`src/rtl/rr_arbiter8_pkg.sv`:
```
// Shared constants, types and lane selector for the eight-way round-robin arbiter.
package rr_arbiter8_pkg;

    localparam int NREQ = 8;
    localparam int WORD = 16;
    localparam int IDXW = 3;

    typedef logic [IDXW-1:0] idx_t;
    typedef logic [WORD-1:0] word_t;

    // FULL_LOCKED implies a held word: the lock can only be set by a capture.
    typedef enum logic [1:0] {
        ST_IDLE        = 2'd0,
        ST_FULL_FREE   = 2'd1,
        ST_FULL_LOCKED = 2'd2
    } state_e;

    // 8-way 16-bit selector over the packed requester bus.
    function automatic word_t lane(input logic [NREQ*WORD-1:0] bus, input idx_t i);
        return bus[int'(i)*WORD +: WORD];
    endfunction

endpackage

```
`src/rtl/rr_arbiter8_pick.sv`:
```
// Combinational round-robin picker: first requester after `last`, wrapping 7 -> 0.
module rr_pick8
    import rr_arbiter8_pkg::*;
(
    input  logic [NREQ-1:0] req,
    input  idx_t            last,
    output logic            any,
    output idx_t            idx
);

    logic [NREQ-1:0] rot;
    idx_t            start;
    idx_t            off;

    assign start = last + idx_t'(1);

    // Rotate so bit 0 is the requester right after `last`, then priority-encode.
    always_comb begin
        rot = '0;
        off = '0;
        for (int j = 0; j < NREQ; j++) begin
            rot[j] = req[start + idx_t'(j)];
        end
        for (int j = NREQ - 1; j >= 0; j--) begin
            if (rot[j]) begin
                off = idx_t'(j);
            end
        end
        any = |rot;
        idx = start + off;
    end

endmodule

```
`src/rtl/rr_arbiter8.sv`:
```
// Round-robin arbiter with lock: eight 16-bit requesters share one registered
// valid/ready output channel.
module rr_arbiter8
    import rr_arbiter8_pkg::*;
(
    input  logic                 clock,
    input  logic                 reset,
    input  logic [NREQ-1:0]      req,
    input  logic [NREQ-1:0]      lock,
    input  logic [NREQ*WORD-1:0] in_data,
    output logic [NREQ-1:0]      gnt,
    output logic                 out_valid,
    output logic [WORD-1:0]      out_data,
    output logic [IDXW-1:0]      out_src,
    input  logic                 out_ready
);

    state_e state_q, state_d;
    idx_t   last_q,  last_d;
    idx_t   owner_q, owner_d;
    word_t  data_q,  data_d;
    idx_t   src_q,   src_d;

    logic   rr_any;
    idx_t   rr_idx;
    idx_t   pick;
    logic   locked;
    logic   cap_en;
    logic   do_cap;

    rr_pick8 u_pick (
        .req  (req),
        .last (last_q),
        .any  (rr_any),
        .idx  (rr_idx)
    );

    assign locked = (state_q == ST_FULL_LOCKED);
    assign cap_en = (state_q == ST_IDLE) || out_ready;
    assign do_cap = cap_en && rr_any;
    // An owner that dropped its request falls back to plain round-robin here.
    assign pick   = (locked && req[owner_q]) ? owner_q : rr_idx;

    always_comb begin
        state_d = state_q;
        last_d  = last_q;
        owner_d = owner_q;
        data_d  = data_q;
        src_d   = src_q;
        gnt     = '0;
        if (do_cap) begin
            gnt[pick] = 1'b1;
            state_d   = lock[pick] ? ST_FULL_LOCKED : ST_FULL_FREE;
            last_d    = pick;
            owner_d   = pick;
            data_d    = lane(in_data, pick);
            src_d     = pick;
        end else if (cap_en) begin
            // No requests: any held word drains, and a lock cannot survive.
            state_d = ST_IDLE;
        end
    end

    // ---- output / arbitration register stage ----
    always_ff @(posedge clock) begin
        if (reset) begin
            state_q <= ST_IDLE;
            last_q  <= idx_t'(NREQ - 1);
            owner_q <= '0;
            data_q  <= '0;
            src_q   <= '0;
        end else begin
            state_q <= state_d;
            last_q  <= last_d;
            owner_q <= owner_d;
            data_q  <= data_d;
            src_q   <= src_d;
        end
    end

    assign out_valid = (state_q != ST_IDLE);
    assign out_data  = data_q;
    assign out_src   = src_q;

endmodule

```
`config.mk`:
```
export PLATFORM = sky130hd
export DESIGN_NAME = rr_arbiter8
export DESIGN_NICKNAME = d
export VERILOG_FILES = /design/src/rtl/rr_arbiter8_pkg.sv /design/src/rtl/rr_arbiter8_pick.sv /design/src/rtl/rr_arbiter8.sv
export SDC_FILE = /design/constraint.sdc
export NUM_CORES = 1
export LEC_CHECK = 0
export ABC_AREA = 1
export BUFFER_PORTS_ARGS = -buffer_cell sky130_fd_sc_hd__buf_4
export CAP_MARGIN = 20
export CORE_MARGIN = 5
export CORE_UTILIZATION = 50
export DETAILED_ROUTE_END_ITERATION = 7
export GPL_TIMING_DRIVEN = 0
export MAX_ROUTING_LAYER = met4
export PLACE_DENSITY_LB_ADDON = 0.25
export SLEW_MARGIN = 25
export SYNTH_ARGS = -nofsm -noshare
export SYNTH_HDL_FRONTEND = slang
export SYNTH_SLANG_ARGS = --single-unit
export TNS_END_PERCENT = 30
```
`constraint.sdc`:
```
create_clock -name clock -period 6.22 [get_ports clock]
set_input_delay 1.244 -clock clock [delete_from_list [all_inputs] [get_ports clock]]
set_output_delay 1.244 -clock clock [all_outputs]
set_load 0.05 [all_outputs]
```
==> results_dict.tcl <==
set metrics [dict create \
    cts_setup_buffers 0 \
    cts_inserted_buffers 3 \
    cts_resized 0 \
    reg2reg_slack_ns 1.82 \
    clk_pin_slew_ns 0.08 \
    grt_max_degree 15 \
    fillers 575 \
    clock_path_buffers 2 \
    synth_flop_cell "dfxtp_1" \
    fmax_ghz 0.172 \
    end_kind "output pin" \
    firstDrtPassIters 6 \
    grt_pass1_wl_um 22600 \
    htree_levels 1 \
    clock_skew_ns 0.00600 \
    core_um2 6680 \
    pre_cts_ws_ns 0.774 \
    setup_tns_ns 0 \
    std_cell_rows 30 \
    max-cap-violations 0 \
    syn_to_final_growth_pct 43.7 \
    antenna_found_initial 0 \
    cp_data_required_time_ns 4.98 \
    worst_pin_slew_ns 0.491 \
    drive_gt1_frac 0.296 \
    die_w_um 92.3 \
    drtIter0Drc 485 \
    holdCritPathClass "register to register" \
    start_kind "register" \
    grt_overflow_total 0 \
    io_pins 175 \
    synth_cells 659 \
    insertion_delay_ns 0.27 \
    worstPathArrival_ns 4.59 \
    fin_crit_sh 0.937 \
    rsz0062_at_grt "false" \
    viasPerCell 5.36 \
    crit_top_cell "nand2_1" \
    min_path_cells 2 \
    dp_hpwl_um 11700 \
    worstSetupPathType "register to output pin" \
    synth_async_sr_flop_share 0 \
    drc 0 \
    hold_viol 0 \
    first_global_vias 4952 \
    portBuffers 174 \
    initial_core_util 0.507 \
    slew_headroom 0.673 \
    postSynthAreaPerCell_um2 5.14 \
    layout.nets 989 \
    finalSetupViolCount 0 \
    dp_cells 913 \
    track_usage 0.336 \
    yosys_warnings 0 \
    synth.distinct_cells 34 \
    post_drt_wl_per_cell_um 15.5 \
    slowest_delay_ns 0.37 \
    synth_nets 810 \
    multi_input_area_um2 2400 \
    final.min_clock_period_ns 5.83 \
    final_cells 917 \
    ys_seq_area_frac 0.142 \
    setup_ws_ns 0.391 \
    reg2reg_depth 28 \
    seqCellArea_um2 480 \
    status "finished, final reports clean" \
    synth-seq-cells 24 \
    wirelength_um 14200 \
    ant_nets 0 \
    synth-edff-count 0 \
    num_vias 4911 \
    die-area_um2 8510 \
    crit_slowest_cell "ha_1" \
    cts.sinks 24 \
    die_height_um 92.3 \
    fin_util 0.728 \
    syn_area_um2 3380 \
    clock-root-buffer "clkbuf_8" \
    routabilityCongestion 0.998 \
    drv_slew 0 \
    num_antenna_cells 0 \
    path_max_fanout 11 \
    cts.hold.buffers_added 0 \
    cts_tree "built" \
]
synthesized netlist by cell type (7+ instances only):
cell type | count | area (µm²)
nand2_2 | 12 | 75.1
o21ai_0 | 30 | 150
dfxtp_1 | 24 | 480
o21ai_1 | 19 | 95.1
nor2_1 | 42 | 158
nand3_1 | 40 | 200
nand2_1 | 322 | 1210
buf_2 | 19 | 95.1
buf_6 | 10 | 113
nand3_2 | 7 | 70.1
a21oi_1 | 35 | 175
inv_1 | 60 | 225
final cells by class:
| cell class | instances | share of cell area |
|---|---|---|
| multi-input combinational | 533 | 0.493 |
| timing repair buffer | 174 | 0.269 |
| sequential | 24 | 0.0988 |
| inverter | 67 | 0.0533 |
| buffer | 35 | 0.0512 |
| tap | 80 | 0.0206 |
| clock buffer | 3 | 0.00849 |
| clock inverter | 1 | 0.00618 |
critical path, delay by kind of cell (launching register included):
kind | cells | cell delay, ns
AOI/OAI and AO/OA | 3 | 0.45
and+or+nand+nor | 12 | 1.18
DFF | 1 | 0.35
xor gates and xnor gates | 1 | 0.27
buffers and inverters | 8 | 1.10
adders and majority gates | 3 | 0.92
path summary, 6_finish.rpt:
check / from / end
setup / recovery: last_q[0] / gnt[3]
setup reg to reg: last_q[0] / out_data[12]
hold / removal: state_q[1] / state_q[1]
hold reg to reg: state_q[1] / state_q[1]
logic make-up after synthesis:
logic type	count (synthesis)	synth area share
buffers and inverters	102	0.150
and+or+nand+nor	434	0.539
adders and majority gates	4	0.0170
AOI/OAI and AO/OA	94	0.150
xor gates and xnor gates	1	0.00259
DFF	24	0.142
stage by stage:
stage / hold slack [ns] / cell area (µm²)
2_1_floorplan: 0.452 / 3380
3_3_place_gp: 0.464 / 4790
3_5_place_dp: 0.474 / 4790
4_1_cts: 0.496 / 4860
5_1_grt: 0.515 / 4860
6_report: 0.504 / 4860
layout by cell type, fill, tap and decap left out, types with 2 or more instances in the layout:
cell type  instances
clkbuf_1           3
nor2_1            42
nand4_1            2
nand3_2            7
o21ai_0           30
nand3_1           40
nor2_4             2
buf_6             10
buf_2             19
clkbuf_8           3
o211ai_2           2
o211ai_1           2
dfxtp_1           24
nand2_2           12
inv_1             60
o21ai_1           19
a21oi_1           35
inv_2              6
nand2_1          322
buf_4            176
nand2_4            4
ha_1               3
flip-flops by register name, summed over array words and instances (netlist names):
register and count:
out_src 3, out_data 16, last_q 3, state_q 2
per-layer routing:
metal | track usage | share of wire | vias up
met5 | - | 0 | -
met1 | 0.352 | 0.36 | 2181
met2 | 0.613 | 0.51 | 260
met3 | 0.0312 | 0.073 | 73
li1 | - | - | 2397
met4 | 0.193 | 0.064 | 0
Power is not shown: default switching activity piles up to over one toggle a cycle in this logic, so the estimate is an artifact.
